File: config.mk
export PLATFORM = sky130hd
export DESIGN_NAME = prco_fetch
export DESIGN_NICKNAME = d
export VERILOG_FILES = /design/src/rtl/prco_fetch_pkg.sv /design/src/rtl/prco_fetch_buf.sv /design/src/rtl/prco_fetch.sv
export SDC_FILE = /design/constraint.sdc
export NUM_CORES = 1
export LEC_CHECK = 0
export CAP_MARGIN = 25
export CORE_UTILIZATION = 46
export DETAILED_ROUTE_END_ITERATION = 16
export PLACE_DENSITY = 0.87
export SLEW_MARGIN = 40
export SYNTH_ARGS = -nofsm -noshare
export SYNTH_HDL_FRONTEND = slang
export SYNTH_SLANG_ARGS = --single-unit
File: constraint.sdc
create_clock -name i_clk -period 2.71 [get_ports i_clk]
set_input_delay 0.542 -clock i_clk [delete_from_list [all_inputs] [get_ports i_clk]]
set_output_delay 0.542 -clock i_clk [all_outputs]
set_load 0.005 [all_outputs]
File: src/rtl/prco_fetch_pkg.sv
// Shared types and constants for the instruction fetch unit.
//   REG_WIDTH        : datapath / address width
//   DEFAULT_RESET_PC : first fetch address after reset
//   CNT_W            : width of the prefetch buffer occupancy count
//   fetch_state_e    : fetch FSM states
//   fetch_entry_t    : one buffered word {pc, instr}
package prco_fetch_pkg;

  localparam int unsigned REG_WIDTH = 16;
  localparam int unsigned CNT_W     = 2;

  localparam logic [REG_WIDTH-1:0] DEFAULT_RESET_PC = 16'h0000;

  typedef enum logic [0:0] {
    ST_BOOT = 1'b0,
    ST_RUN  = 1'b1
  } fetch_state_e;

  typedef struct packed {
    logic [REG_WIDTH-1:0] pc;
    logic [REG_WIDTH-1:0] instr;
  } fetch_entry_t;

endpackage

File: src/rtl/prco_fetch_buf.sv
// Two-entry in-order prefetch buffer; entry 0 is always the head.
//   i_clk, i_reset : clock, asynchronous active-high reset
//   i_push, i_din  : append an entry (ignored when full without a pop)
//   i_pop          : drop the head entry
//   i_flush        : empty the buffer; overrides push and pop
//   o_count        : number of valid entries
//   o_head         : head entry (meaningful when o_count != 0)
module prco_fetch_buf
  import prco_fetch_pkg::*;
#(
  parameter int unsigned P_DEPTH = 2
) (
  input  logic             i_clk,
  input  logic             i_reset,
  input  logic             i_push,
  input  logic             i_pop,
  input  logic             i_flush,
  input  fetch_entry_t     i_din,
  output logic [CNT_W-1:0] o_count,
  output fetch_entry_t     o_head
);

  fetch_entry_t     ent0_q, ent0_d;
  fetch_entry_t     ent1_q, ent1_d;
  logic [CNT_W-1:0] count_q, count_d;
  logic             full_c;

  assign full_c  = (count_q == CNT_W'(P_DEPTH));
  assign o_count = count_q;
  assign o_head  = ent0_q;

  // Next-state: shift toward the head on pop, fill the first free slot on push.
  always_comb begin
    ent0_d  = ent0_q;
    ent1_d  = ent1_q;
    count_d = count_q;
    if (i_flush) begin
      count_d = '0;
    end else begin
      case ({i_push, i_pop})
        2'b10: begin
          if (!full_c) begin
            if (count_q == '0) ent0_d = i_din;
            else               ent1_d = i_din;
            count_d = count_q + CNT_W'(1);
          end
        end
        2'b01: begin
          if (count_q != '0) begin
            ent0_d  = ent1_q;
            count_d = count_q - CNT_W'(1);
          end
        end
        2'b11: begin
          // Occupancy is unchanged; the new word lands behind whatever remains.
          if (count_q <= CNT_W'(1)) begin
            ent0_d = i_din;
          end else begin
            ent0_d = ent1_q;
            ent1_d = i_din;
          end
        end
        default: ;
      endcase
    end
  end

  always_ff @(posedge i_clk or posedge i_reset) begin
    if (i_reset) begin
      ent0_q  <= '0;
      ent1_q  <= '0;
      count_q <= '0;
    end else begin
      ent0_q  <= ent0_d;
      ent1_q  <= ent1_d;
      count_q <= count_d;
    end
  end

endmodule

File: src/rtl/prco_fetch.sv
// Instruction fetch: boot FSM, fetch PC, and push/pop/branch control around
// a two-entry prefetch buffer feeding decode.
//   i_clk, i_reset            : clock, asynchronous active-high reset
//   q_mem_addr, i_mem_douta   : local-memory read port (combinational read)
//   i_mem_grant               : fetch owns the memory port this cycle
//   i_branch_en, i_branch_pc  : one-cycle redirect
//   q_instr_valid/_instr/_pc  : word presented to decode
//   i_instr_ready             : decode accepts the word
module prco_fetch
  import prco_fetch_pkg::*;
#(
  parameter logic [REG_WIDTH-1:0] P_RESET_PC  = DEFAULT_RESET_PC,
  parameter int unsigned          P_BUF_DEPTH = 2
) (
  input  logic                 i_clk,
  input  logic                 i_reset,
  output logic [REG_WIDTH-1:0] q_mem_addr,
  input  logic [REG_WIDTH-1:0] i_mem_douta,
  input  logic                 i_mem_grant,
  input  logic                 i_branch_en,
  input  logic [REG_WIDTH-1:0] i_branch_pc,
  output logic                 q_instr_valid,
  input  logic                 i_instr_ready,
  output logic [REG_WIDTH-1:0] q_instr,
  output logic [REG_WIDTH-1:0] q_instr_pc
);

  fetch_state_e         state_q, state_d;
  logic [REG_WIDTH-1:0] pc_q, pc_d;
  logic                 push_c, pop_c, full_c;
  logic [CNT_W-1:0]     count;
  fetch_entry_t         head;
  fetch_entry_t         din;

  assign full_c        = (count == CNT_W'(P_BUF_DEPTH));
  assign q_instr_valid = (count != '0);
  assign q_instr       = head.instr;
  assign q_instr_pc    = head.pc;
  assign q_mem_addr    = pc_q;
  assign din           = '{pc: pc_q, instr: i_mem_douta};

  // Branch dominates: it blocks both push and pop and flushes the buffer.
  always_comb begin
    pop_c   = q_instr_valid && i_instr_ready && !i_branch_en;
    push_c  = (state_q == ST_RUN) && i_mem_grant && !i_branch_en
              && (!full_c || pop_c);
    state_d = ST_RUN;
    pc_d    = pc_q;
    if (i_branch_en)  pc_d = i_branch_pc;
    else if (push_c)  pc_d = pc_q + REG_WIDTH'(1);
  end

  always_ff @(posedge i_clk or posedge i_reset) begin
    if (i_reset) begin
      state_q <= ST_BOOT;
      pc_q    <= P_RESET_PC;
    end else begin
      state_q <= state_d;
      pc_q    <= pc_d;
    end
  end

  prco_fetch_buf #(
    .P_DEPTH (P_BUF_DEPTH)
  ) u_buf (
    .i_clk   (i_clk),
    .i_reset (i_reset),
    .i_push  (push_c),
    .i_pop   (pop_c),
    .i_flush (i_branch_en),
    .i_din   (din),
    .o_count (count),
    .o_head  (head)
  );

endmodule

==> results.toml, run 1 <==
[status]
status = "complete, no violations"

[floorplanning]
ios = 86
design.die.area_sq_um = 8850
coreArea_sq_um = 8220
row_count = 33
die_w_um = 94.1
floorplan.initialDensity = 0.474
die-height_um = 94.1

[critical_path]
critPathMaxStageDelay_ns = 0.53
worst_ep_required_time_ns = 2.17
cp_num_cells = 4
critPathKind = "flop to output pin"
cp_common_cell = "inv_1"
path_buf_inv = 3
start_kind = "flop"
critPathSlowestCell = "clkdlybuf4s50_1"
reg2reg_from = "u_buf.o_count[1]"
crit_fanout = 5
r2r-end = "q_mem_addr[13]"
path_delay_family = "buffers and inverters"
r2r_slack_ns = 0.47
cp.arrival_ns = 1.73
crit_path_end_kind = "output pin"
reg2reg_depth = 6
path_cells = "inv_1 -> ha_1 -> inv_1 -> clkdlybuf4s50_1"

[route]
dr_total_vias = 2947
routedWlPerCell_um = 16.0
dr.pass1.iters = 5
ant_nets = 0
vias_per_cell = 5.46
wirelength_um = 8620
drt_iter0_drc = 145
drc = 0

[cts]
cts.hold.buffers_added = 0
cts_root_buf = "clkbuf_8"
cts.clk_slew.worst_paths_ns = 0.08
cts_resized = 0
worstSkewPairLatency_ns = 0.35
cts_num_sinks = 83
post_cts_buffers = 0
cts_tree = "yes"
cts_inserted_buffers = 9
clock_path_buffers = 2
htree_num_levels = 3

[sta]
maxSlewViolCount = 0
rsz0062_at_grt = "no"
fmax_mhz = 440
post-route-period-util = 0.839
finalSetupViolCount = 0
relSlewSlack = 0.597
hold_viol_final = 0
final.setup.tns_ns = 0
setup_slack_ns = 0.437
min_period_ns = 2.27
worst_pin_slew_ns = 0.604
finalClockSkew_ns = 0.00645

[logic_synthesis]
ys_ff_latch = 83
synth_top_area_cell = "dfrtp_1"
syn_nets = 384
postSynthCellCount = 343
syn_area_per_cell_sq_um = 11.4
netlist_area_sq_um = 3900
seq_area_frac_synth = 0.533
ys_warn_count = 0
async_flop_share = 1.00
synthTopCellsByArea = "dfrtp_1 53%, mux2_2 9.5%, mux2i_1 9.5%"
synth_top_area_share = 0.533
synthFlopType = "dfrtp_1"
synth_edf_count = 0
synth_cell_types = 50

[finish]
layout_commonest_cell = "clkdlybuf4s50_1"
fin_area_sq_um = 5120
diodes = 0
instances_no_fill = 540
syn_to_final_growth_pct = 31.4
nNetsFinal = 471
layout_common_cells = "85 x clkdlybuf4s50_1, 83 x dfrtp_1, 39 x nor2_1"
layout-drive-gt1-share = 0.159

[grt]
grt_antenna_before_repair = 0
overflow = 0
grt_pass1_vias = 2910
grt_first_pass_wirelength_um = 14000
grt_max_degree = 51
grt_use_total = 0.209

[worst_hold_path]
min_from = "u_buf.ent1_q[30]"
hp-class = "flop to flop"
min_path_cells = 1
min_delay_worst_endpoint = "u_buf.ent1_q[30]"

[flow_run]
cap_violations = 0

[placed_design]
portBuffers = 85
post_dp_cell_area_sq_um = 4910
dp.cells = 524
dp_slack_ns = 0.154
dp_hpwl_um = 6040
globalplace.congestion = 0.887

[power_and_ir_drop]
power_uw = 4480
vdd_drop_max_uv = 528
powerDensity_nw_per_um2 = 874
leakagePower_uw = 0.00235
routing by layer:
layer	GRT usage	wire length, um	vias up
met5	0	0	-
met4	0.0744	99	0
met3	0.0485	602	12
met2	0.350	4220	107
met1	0.266	3700	1420
li1	-	-	1408
how the worst max path moves through the flow:
stage	slack, ns	from	end
after floorplan	0.03	i_reset	q_mem_addr[0]
after global placement	0.17	i_instr_ready	q_mem_addr[13]
after detailed placement	0.15	i_instr_ready	q_mem_addr[13]
after CTS	0.43	u_buf.o_count[1]	q_instr_valid
after global routing	0.36	u_buf.o_count[1]	q_mem_addr[13]
final	0.44	u_buf.o_count[1]	q_instr_valid
power breakdown:
part	leakage (uW)	total, uW	internal [uW]	switching [uW]
clock	0.000110	937	504	433
sequential	0.000992	2030	1720	302
combinational	0.00124	1520	923	594
total	0.00235	4480	3150	1330
cell families (layout without fill, tap and decap cells):
kind of cell	after synthesis	in the layout	synth area share
adders and majority gates	4	4	0.0128
and+or+nand+nor	77	77	0.0931
buffers and inverters	34	126	0.0411
AOI/OAI and AO/OA	68	68	0.114
DFF	83	83	0.533
xor gates and xnor gates	4	4	0.00898
other	1	1	0.000962
muxes	72	72	0.196
layout make-up:
type	instances	area, sq um
Clock inverter	3	43.8
Tap cell	105	131
Multi-Input combinational cell	226	1690
Timing Repair Buffer	96	958
Inverter	14	53.8
Fill cell	669	3090
Sequential cell	83	2080
Clock buffer	13	169
state kept, by name, summed over array words and instances (netlist names):
signal         cells
u_buf.o_head      32
q_mem_addr        16
state_q            1
u_buf.ent1_q      32
u_buf.o_count      2
stage by stage:
stage | hold slack, ns | utilization
after floorplan | 0.464 | -
after global placement | 0.473 | 0.598
after detailed placement | 0.485 | 0.598
after CTS | 0.505 | 0.624
after global routing | 0.520 | 0.624
final | 0.508 | 0.624
synthesized netlist by cell type (all sizes together) (2+ instances only):
cell     instances
mux2i           37
nor3             2
a21o             2
a221o            5
o21ai            6
nand2b           2
ha               4
nor4             2
nor2            39
dfrtp           83
xnor2            4
or4              4
a21oi           36
nand3            7
clkbuf          12
mux2            35
o31ai            2
inv             13
buf              8
nand4            2
a311oi           3
o311ai           2
a211oi           2
a2111oi          3
nand2           13
Power figures use the tool's default switching activity.
==> run 2, diff against run 1 <==
--- a/config.mk
+++ b/config.mk
@@ -6,9 +6,9 @@
 export NUM_CORES = 1
 export LEC_CHECK = 0
 export CAP_MARGIN = 25
-export CORE_UTILIZATION = 46
+export CORE_UTILIZATION = 51
 export DETAILED_ROUTE_END_ITERATION = 16
-export PLACE_DENSITY = 0.87
+export PLACE_DENSITY = 0.91
 export SLEW_MARGIN = 40
 export SYNTH_ARGS = -nofsm -noshare
 export SYNTH_HDL_FRONTEND = slang
==> constraint.sdc (replaced) <==
create_clock -name i_clk -period 2.16 [get_ports i_clk]
set_input_delay 0.432 -clock i_clk [delete_from_list [all_inputs] [get_ports i_clk]]
set_output_delay 0.432 -clock i_clk [all_outputs]
set_load 0.005 [all_outputs]
==> results.toml, run 2 (synthesized netlist as in run 1, its figures left out) <==
[status]
status = "complete, no violations"

[floorplanning]
floorplan.initialDensity = 0.532
row_count = 31
coreArea_sq_um = 7330
die-height_um = 89.4
ios = 86
die_w_um = 89.4
design.die.area_sq_um = 8000

[power_and_ir_drop]
leakagePower_uw = 0.00246
vdd_drop_max_uv = 641
power_uw = 5820
powerDensity_nw_per_um2 = 1090

[finish]
syn_to_final_growth_pct = 37.2
layout_commonest_cell = "clkdlybuf4s50_1"
nNetsFinal = 495
diodes = 0
layout-drive-gt1-share = 0.211
post-route-util = 0.729
layout_common_cells = "85 x clkdlybuf4s50_1, 83 x dfrtp_1, 39 x nor2_1"

[sta]
rsz0062_at_grt = "no"
timing.hold.ws_ns = 0.504
fmax_mhz = 485
hold_viol_final = 0
finalClockSkew_ns = 0.00348
post-route-period-util = 0.955
finalSetupViolCount = 0
min_period_ns = 2.06
setup_slack_ns = 0.0962
worst_pin_slew_ns = 0.561
maxSlewViolCount = 0
relSlewSlack = 0.616

[placed_design]
portBuffers = 85
dp_slack_ns = -0.0830
globalplace.congestion = 0.872
dp_hpwl_um = 6370

[cts]
clock_path_buffers = 2
cts.hold.buffers_added = 0
cts.clk_slew.worst_paths_ns = 0.08
cts_num_sinks = 83
cts_root_buf = "clkbuf_8"
worstSkewPairLatency_ns = 0.36
htree_num_levels = 3
cts_tree = "yes"
cts_inserted_buffers = 9

[route]
vias_per_cell = 5.57
wirelength_um = 9250
drc = 0
ant_nets = 0
routedWlPerCell_um = 16.6
drt_iter0_drc = 124
dr.pass1.iters = 6
dr_total_vias = 3108

[critical_path]
worst_ep_required_time_ns = 1.73
path_cells = "inv_1 -> ha_2 -> inv_2 -> clkdlybuf4s50_1"
cp.arrival_ns = 1.63
crit_fanout = 4
critPathKind = "flop to output pin"
critPathMaxStageDelay_ns = 0.45
cp-startpoint = "u_buf.o_count[0]"
crit_path_end_kind = "output pin"
start_kind = "flop"
critPathSlowestCell = "clkdlybuf4s50_1"
reg2reg_from = "u_buf.o_count[1]"

[grt]
grt_antenna_before_repair = 0
overflow = 0
grt_first_pass_wirelength_um = 14300
grt_max_degree = 84
grt_pass1_vias = 3025
grt_use_total = 0.241

[flow_run]
cap_violations = 0

[worst_hold_path]
hp-class = "flop to flop"
min_from = "u_buf.ent1_q[30]"
==> run 2: cell count changes in the layout (fill, tap and decap cells not counted), sizes merged <==
cell      delta
buf         +24
bufinv       +1
clkbuf       -4
clkinvlp     +2
inv          +1
==> run 2: power breakdown <==
group	leakage, uW	switching, uW	total (uW)	internal (uW)
combinational	0.00136	818	2060	1240
sequential	0.000992	350	2510	2160
clock	0.000110	593	1250	659
total	0.00246	1760	5820	4060
==> run 2: repair_timing <==
action,in CTS,in global routing
endpoints found under the setup margin,1,5
gates cloned,0,0
setup buffers,1,0
resized for setup,1,3
==> run 2: layer usage <==
layer | GRT usage | vias up | wire length, um
met5 | 0 | - | 0
met4 | 0.127 | 0 | 222
met1 | 0.293 | 1523 | 3890
li1 | - | 1448 | -
met2 | 0.408 | 118 | 4650
met3 | 0.0443 | 19 | 480
==> run 2: area by class of cell <==
type	count	area, sq um
Timing Repair Buffer	120	1160
Clock inverter	7	98.8
Inverter	14	56.3
Sequential cell	83	2080
Multi-Input combinational cell	226	1700
Tap cell	99	124
Fill cell	486	1980
Clock buffer	9	124
==> run 2: worst paths after layout <==
check / depth (start not counted) / end / slack [ns]
min in group asynchronous: 3 / u_buf.ent1_q[7] / 0.54
max in group asynchronous: 3 / u_buf.o_count[1] / 1.29
max reg2reg: 5 / u_buf.ent1_q[30] / 0.13
min: 1 / u_buf.ent1_q[30] / 0.50
min reg2reg: 1 / u_buf.ent1_q[30] / 0.50
max: 4 / q_instr_valid / 0.1
==> run 2: critical path, delay by kind of cell (launching register included) <==
| kind | cells | cell delay, ns |
|---|---|---|
| flops | 1 | 0.39 |
| fa+ha+maj | 1 | 0.24 |
| buf+inv | 3 | 0.64 |
==> run 2: metrics by stage <==
stage	area, sq um	TNS, ns	instances
2_1_floorplan	3910	0	343
3_5_place_dp	5110	-1.68	541
4_1_cts	5340	0	558
5_1_grt	5350	0	558
3_3_place_gp	5110	-0.0517	541
6_report	5350	0	558
==> run 3, diff against run 2 <==
--- a/config.mk
+++ b/config.mk
@@ -6,6 +6,7 @@
 export NUM_CORES = 1
 export LEC_CHECK = 0
 export CAP_MARGIN = 25
+export CORE_MARGIN = 2
 export CORE_UTILIZATION = 51
 export DETAILED_ROUTE_END_ITERATION = 16
 export PLACE_DENSITY = 0.91
==> results.toml, run 3 (synthesized netlist as in run 1, its figures left out) <==
[status]
status = "complete, no violations"

[floorplanning]
design.die.area_sq_um = 8360
die-height_um = 91.4
coreArea_sq_um = 7330
row_count = 31
ios = 86
die_w_um = 91.4
floorplan.initialDensity = 0.532

[sta]
finalSetupViolCount = 0
relSlewSlack = 0.568
rsz0062_at_grt = "no"
hold_viol_final = 0
post-route-period-util = 0.940
fmax_mhz = 492
worst_pin_slew_ns = 0.631
maxSlewViolCount = 0
timing.hold.ws_ns = 0.508
min_period_ns = 2.03
final.setup.tns_ns = 0
finalClockSkew_ns = 0.00454

[power_and_ir_drop]
power_frac_seq = 0.432
swShare = 0.301
leakagePower_uw = 0.00246
p_comb_frac = 0.355
pwr-share-clk = 0.213
internal_power_uw = 4070
p_switching_uw = 1750
vdd_drop_max_uv = 687
powerDensity_nw_per_um2 = 1090

[cts]
worstSkewPairLatency_ns = 0.35
cts_inserted_buffers = 9
cts_num_sinks = 83
htree_num_levels = 3
cts.clk_slew.worst_paths_ns = 0.09
cts_tree = "yes"
cts_root_buf = "clkbuf_8"
cts.hold.buffers_added = 0
clock_path_buffers = 2

[grt]
grt_antenna_before_repair = 0
grt_first_pass_wirelength_um = 15000
grt_max_degree = 84
grt_pass1_vias = 3118
overflow = 0
grt_use_total = 0.226

[critical_path]
r2r_slack_ns = 0.17
crit_path_end_kind = "output pin"
critPathMaxStageDelay_ns = 0.44
r2r-end = "u_buf.o_head[6]"
crit_fanout = 4
path_cells = "inv_1 -> ha_2 -> inv_2 -> clkdlybuf4s50_1"
path_delay_family = "buffers and inverters"
start_kind = "flop"
reg2reg_depth = 7
critPathSlowestCell = "clkdlybuf4s50_1"
path_buf_inv = 3
reg2reg_from = "u_buf.o_count[1]"
worst_ep_required_time_ns = 1.73
critPathKind = "flop to output pin"
cp.arrival_ns = 1.60

[finish]
layout_common_cells = "85 x clkdlybuf4s50_1, 83 x dfrtp_1, 39 x nor2_1"
layout_commonest_cell = "clkdlybuf4s50_1"
layout-drive-gt1-share = 0.208
fin_area_sq_um = 5360
multiInputGateArea_sq_um = 1700
instances_no_fill = 556
syn_to_final_growth_pct = 37.4
diodes = 0
seq_area_sq_um = 2080
nNetsFinal = 493
fillers = 501

[placed_design]
dp_hpwl_um = 6470
globalplace.congestion = 0.865
dp.cells = 539
post_dp_cell_area_sq_um = 5120
portBuffers = 85

[worst_hold_path]
min_from = "u_buf.ent1_q[30]"
hp-class = "flop to flop"
min_path_cells = 1
min_delay_worst_endpoint = "u_buf.ent1_q[30]"

[route]
drc = 0
routedWlPerCell_um = 16.3
drt_iter0_drc = 121
dr_total_vias = 3074
wirelength_um = 9060
vias_per_cell = 5.53
ant_nets = 0
dr.pass1.iters = 5

[flow_run]
cap_violations = 0
[run 3: cell count changes in the layout (fill, tap and decap cells not counted), sizes merged]
cell,before,now
clkinv,3,2
clkinvlp,2,3
buf,35,33
[run 3: area by class of cell]
type / count / share of cell area
clock buffer: 9 / 0.0231
sequential: 83 / 0.388
timing repair buffer: 118 / 0.219
tap: 99 / 0.0231
inverter: 14 / 0.0105
clock inverter: 7 / 0.0187
multi-input combinational: 226 / 0.318
[run 3: how the worst max path moves through the flow]
stage | endpoint | depth (start not counted) | slack [ns] | start
floorplan | q_mem_addr[13] | 7 | 0.07 | u_buf.o_count[1]
global placement | q_mem_addr[6] | 6 | -0.02 | i_branch_en
detailed placement | q_mem_addr[9] | 6 | -0.10 | i_instr_ready
CTS | q_instr_valid | 4 | 0.03 | u_buf.o_count[0]
global route | q_instr_valid | 4 | 0.03 | u_buf.o_count[0]
finish | q_instr_valid | 4 | 0.13 | u_buf.o_count[0]
[run 3: per-layer routing]
metal | vias up | share of wire | track usage
met1 | 1522 | 0.43 | 0.294
met3 | 15 | 0.045 | 0.0382
met4 | 0 | 0.013 | 0.0707
met5 | - | 0 | 0
met2 | 87 | 0.51 | 0.384
li1 | 1450 | - | -
[run 3: timing repair]
item / CTS / global route
resized for setup: 0 / 3
setup endpoints to repair: 1 / 6
setup buffers: 1 / 0
pin swaps: 0 / 0
[run 3: metrics by stage]
step | util | worst slack [ns] | total power, uW
floorplan | - | 0.0698 | 3440
global placement | 0.699 | -0.0247 | 4460
detailed placement | 0.699 | -0.101 | 4600
CTS | 0.730 | 0.0255 | 5860
global route | 0.731 | 0.0343 | 6180
finish | 0.731 | 0.129 | 5820
[run 3: power groups by stage]
stage	registers (uW)	clock network, uW	logic, uW
6_report	2510	1240	2060
5_1_grt	2590	1340	2250
4_1_cts	2510	1270	2080
3_5_place_dp	2540	0	2060
3_3_place_gp	2490	0	1970
2_1_floorplan	2510	0	938
==> RTL edit 1 (settings of run 3) <==
Change the package constant `REG_WIDTH` from 16 to 32.
--- a/src/rtl/prco_fetch_pkg.sv
+++ b/src/rtl/prco_fetch_pkg.sv
@@ -7,5 +7,5 @@
 package prco_fetch_pkg;
 
-  localparam int unsigned REG_WIDTH = 16;
+  localparam int unsigned REG_WIDTH = 32;
   localparam int unsigned CNT_W     = 2;
 
Interface: changed (5 resized); port bits go from 86 to 166. The function was not compared with the original's and may differ.
==> RTL edit 1 against run 3 <==
- cell area is 92% higher
- clock power is 140% higher
- largest power group unchanged
- synthesized area is 91% higher
- critical endpoint is now u_buf.ent1_q[0]
- synthesized cell count increased by 95%
- power grew 98%
- sequential power rose by 95%
- wire length up 100%
- worst setup slack worse by 0.055 ns
- sequential cell count increased by 80
==> RTL edit 1: results (changes against run 3) <==
Pwr
  – Seq. pwr: 4.90 mW (+95%)
  – VDD IR max: 0.0005339 V (-22%)
  – Leak pwr: 4.963 nW (+100%)
  – Clock share of power: 0.255 (+0.042)

Synthesis
  – Syn Nets: 743 (+93%)
  – Unique masters post-synth: 47 (-6.0%)
  – Xor/xnor share of the synthesized area: 0.004694 (-0.004292)
  – Mux contribution to synthesized area: 0.1866 (-0.009496)
  – Post-synthesis adder-cell area fraction: 0.006706 (-0.006131)

Placement
  – PortBufs: 165 (+94%)

Detailed routing
  – Routed via count: 5952 (+94%)

Critical path
  – Worst setup path start: u_buf.o_count[1]
  – CP arrival: 2.39 ns (+0.79 ns)
  – Kind of critical path: reg -> reg
  – R2R setup slack: 0.07 ns (-0.10 ns)
  – Worst-path cell with the longest stage delay: or3_2

Cells and area
  – FFs & Latches: 163 (+96%)
  – Multi-input gate area: 0.003181 mm^2 (+87%)
  – Share of layout cells above drive strength 1: 0.1831 (-0.02481)
  – Nets: 938 (+90%)

Outcome
  – Status: completed

GRT
  – Global-route wire length before repair: 30220 um (+100%)
  – Largest net degree at the start of global routing: 67 (-20%)

Min path
  – Class of the worst hold path: in -> async

Timing
  – Final Skew: 0.005741 ns (+0.001198 ns)
==> RTL edit 1: metal layers <==
layer  wire length, um  vias up  track usage  share of wire
met5                 0        -            0              0
met3              1442       22      0.07060          0.079
met1              7761     2884       0.3199           0.43
met2              8770      251       0.3843           0.48
met4               281        0      0.08562          0.015
li1                  -     2795            -              -
==> RTL edit 1: stage by stage <==
stage / worst slack [ns] / util / total power, mW / hold slack [ns] / instances
5_1_grt: 0.004098 / 0.7121 / 12.23 / 0.3419 / 1058
6_report: 0.07374 / 0.7121 / 11.53 / 0.3324 / 1058
4_1_cts: 0.04763 / 0.7119 / 11.63 / 0.3279 / 1058
3_3_place_gp: -0.1492 / 0.6726 / 8.456 / 0.4599 / 1029
3_5_place_dp: -0.2183 / 0.6726 / 8.657 / 0.4704 / 1029
2_1_floorplan: -0.3428 / - / 6.564 / 0.4733 / 670
==> RTL edit 2 (flow settings as in run 3) <==
Made on the original files. Remove the case item `2'b10` of the case on `{i_push, i_pop}`.
--- a/src/rtl/prco_fetch_buf.sv
+++ b/src/rtl/prco_fetch_buf.sv
@@ -39,11 +39,4 @@
     end else begin
       case ({i_push, i_pop})
-        2'b10: begin
-          if (!full_c) begin
-            if (count_q == '0) ent0_d = i_din;
-            else               ent1_d = i_din;
-            count_d = count_q + CNT_W'(1);
-          end
-        end
         2'b01: begin
           if (count_q != '0) begin
Formal check against the unedited RTL: not equivalent (Yosys sat finds a counterexample within 4 cycles, from zero or initial values and one cycle with i_reset high).
==> RTL edit 2 against run 3 <==
- sequential cell count unchanged
- cell area is 3.7% lower
- wire length shrank 1.3%
- synthesized area down 1.7%
- critical path type is now reg -> reg
- cell count down 3.4%
- worst setup slack lost 0.045 ns
- via count down 3.5%
- register-to-register slack got worse by 0.09 ns
Power is not compared: it rests on default switching activity, and its combinational part moved more than twofold at a synthesized area within 25%.
==> RTL edit 2: results (changes against run 3) <==
Outcome
  – Status: completed

Detailed routing
  – Drt via density: 5.523 (about the same)
  – Drt pass-1 iters: 4 (-1)
  – Initial DRC Count: 197 (+63%)
  – Avg WL per Cell: 16.64 um (+2.2%)

Cells and area
  – Nets: 474 (-3.9%)
  – Filler Cell Count: 526 (+5.0%)
  – Share of layout cells above drive strength 1: 0.1689 (-0.03893)
  – Diodes inserted: 0 (unchanged)

GRT
  – GRT Residual Overflow: 0 (unchanged)
  – GRT Util Overall: 0.2173 (-0.008235)
  – Global-route wire length before repair: 14380 um (-4.4%)
  – Number of global-route vias before repair: 2992 (-4.0%)
  – Largest net degree at the start of global routing: 84 (unchanged)

Critical path
  – CP Capture Point: u_buf.ent1_q[30]
  – CP peak stage delay: 0.42 ns (-0.02 ns)
  – Worst setup path start: u_buf.o_count[1]
  – R2R setup slack: 0.08 ns (-0.09 ns)
  – Max Fanout on Critical Path: 19 (+15)
  – CP arrival: 2.32 ns (+0.72 ns)
  – Worst R2R End: u_buf.ent1_q[30]
  – Worst R2R Path Depth: 6 (-1)
  – Worst-path cell with the longest stage delay: or3b_4

Synthesis
  – Syn Nets: 380 (-1.0%)
  – Post-synth top cells: dfrtp_1, nand2_1, mux2i_1
  – Unique masters post-synth: 38 (-24%)
  – Sequential share of the synthesized area: 0.5420 (+0.009218)
  – Post-synthesis adder-cell area fraction: 0.01306 (+0.0002221)
  – Xor/xnor share of the synthesized area: 0.02285 (+0.01387)
  – Synth top area cells: dfrtp_1, mux2i_1, mux2_2
  – Synth Area in Compound Gates: 0.09664 (-0.01761)
  – Synth Flop Type: dfrtp_1
  – Mux contribution to synthesized area: 0.1828 (-0.01326)

Placement
  – Dpl hpwl: 5869 um (-9.3%)
  – Pre-CTS setup slack: -0.2475 ns (-0.1468 ns)
  – PortBufs: 85 (unchanged)
  – Placer congestion estimate: 0.8164 (-5.6%)

Pwr
  – Leak pwr: 2.123 nW

Clock tree
  – TritonCTS Buffers: 9 (unchanged)
  – Clk buf depth: 2 (unchanged)

Min path
  – Class of the worst hold path: reg -> reg

Timing
  – Fmax: 481.8 MHz (-2.1%)
  – Relative slew slack: 0.5890 (+0.02063)
  – Final Skew: 0.01955 ns (+0.01500 ns)
[RTL edit 2: cell count changes after synthesis, sizes merged, moves of 3 or more]
cell / before / now
a211oi: 2 / 5
nand2: 13 / 50
a21oi: 36 / 2
mux2: 35 / 32
xnor2: 4 / 10
a221o: 5 / 0
a311oi: 3 / 0
nand4: 2 / 6
o21ai: 6 / 42
nor2: 39 / 6
mux2i: 37 / 34
[RTL edit 2: cells by family (layout without fill, tap and decap cells)]
logic type | after synthesis | after routing
compound gates | 62 | 62
fa+ha+maj | 4 | 4
simple gates | 80 | 80
flops | 83 | 83
buf+inv | 33 | 132
xor+xnor | 10 | 10
other cells | 1 | 1
mux | 66 | 66
[RTL edit 2: worst min-delay path by stage]
stage / depth (start not counted) / endpoint / slack [ns] / from
3_5_place_dp: 2 / u_buf.o_head[25] / 0.47 / u_buf.o_head[25]
6_report: 1 / u_buf.ent1_q[31] / 0.49 / u_buf.ent1_q[31]
2_1_floorplan: 1 / u_buf.ent1_q[28] / 0.46 / u_buf.ent1_q[28]
4_1_cts: 2 / u_buf.o_head[25] / 0.49 / u_buf.o_head[25]
3_3_place_gp: 2 / u_buf.o_head[23] / 0.47 / u_buf.o_head[23]
5_1_grt: 2 / u_buf.o_head[2] / 0.52 / u_buf.o_head[2]
[RTL edit 2: layout make-up]
type                       count  area, um^2  area share
tap                           99       123.9     0.02400
clock inverter                 5       85.08     0.01648
inverter                      11       45.04    0.008727
multi-input combinational    223        1603      0.3105
timing repair buffer         105        1076      0.2085
sequential                    83        2077      0.4024
clock buffer                  11       151.4     0.02933
[RTL edit 2: what timing repair did]
| action | CTS | global route |
|---|---|---|
| endpoints found under the hold margin | 0 | 0 |
| setup endpoints to repair | 0 | 25 |
| buffers inserted | 0 | 1 |
| resized for setup | 0 | 5 |
[RTL edit 2: through the flow]
step,cells,instance area [um^2]
2_1_floorplan,339,3836
3_3_place_gp,519,4865
3_5_place_dp,519,4865
4_1_cts,535,5101
5_1_grt,537,5161
6_report,537,5161
[RTL edit 2: report_power, final]
part | switching [mW] | internal (mW)
Clock | 0.582 | 0.718
Combinational | 0.129 | 0.176
Sequential | 0.0640 | 1.59
Total | 0.775 | 2.49
[RTL edit 2: per-layer routing]
| metal | up-vias | GRT usage | share of wire |
|---|---|---|---|
| li1 | 1377 | - | - |
| met1 | 1474 | 0.2651 | 0.41 |
| met2 | 96 | 0.3762 | 0.52 |
| met3 | 19 | 0.03172 | 0.042 |
| met4 | 0 | 0.1077 | 0.027 |
| met5 | - | 0 | 0 |
[RTL edit 2: critical path: cells and delay by family, from the launching register on]
family	cells	cell delay [ns]
mux	1	0.36
fa+ha+maj	1	0.19
simple gates	2	0.70
buf+inv	2	0.32
flops	1	0.38
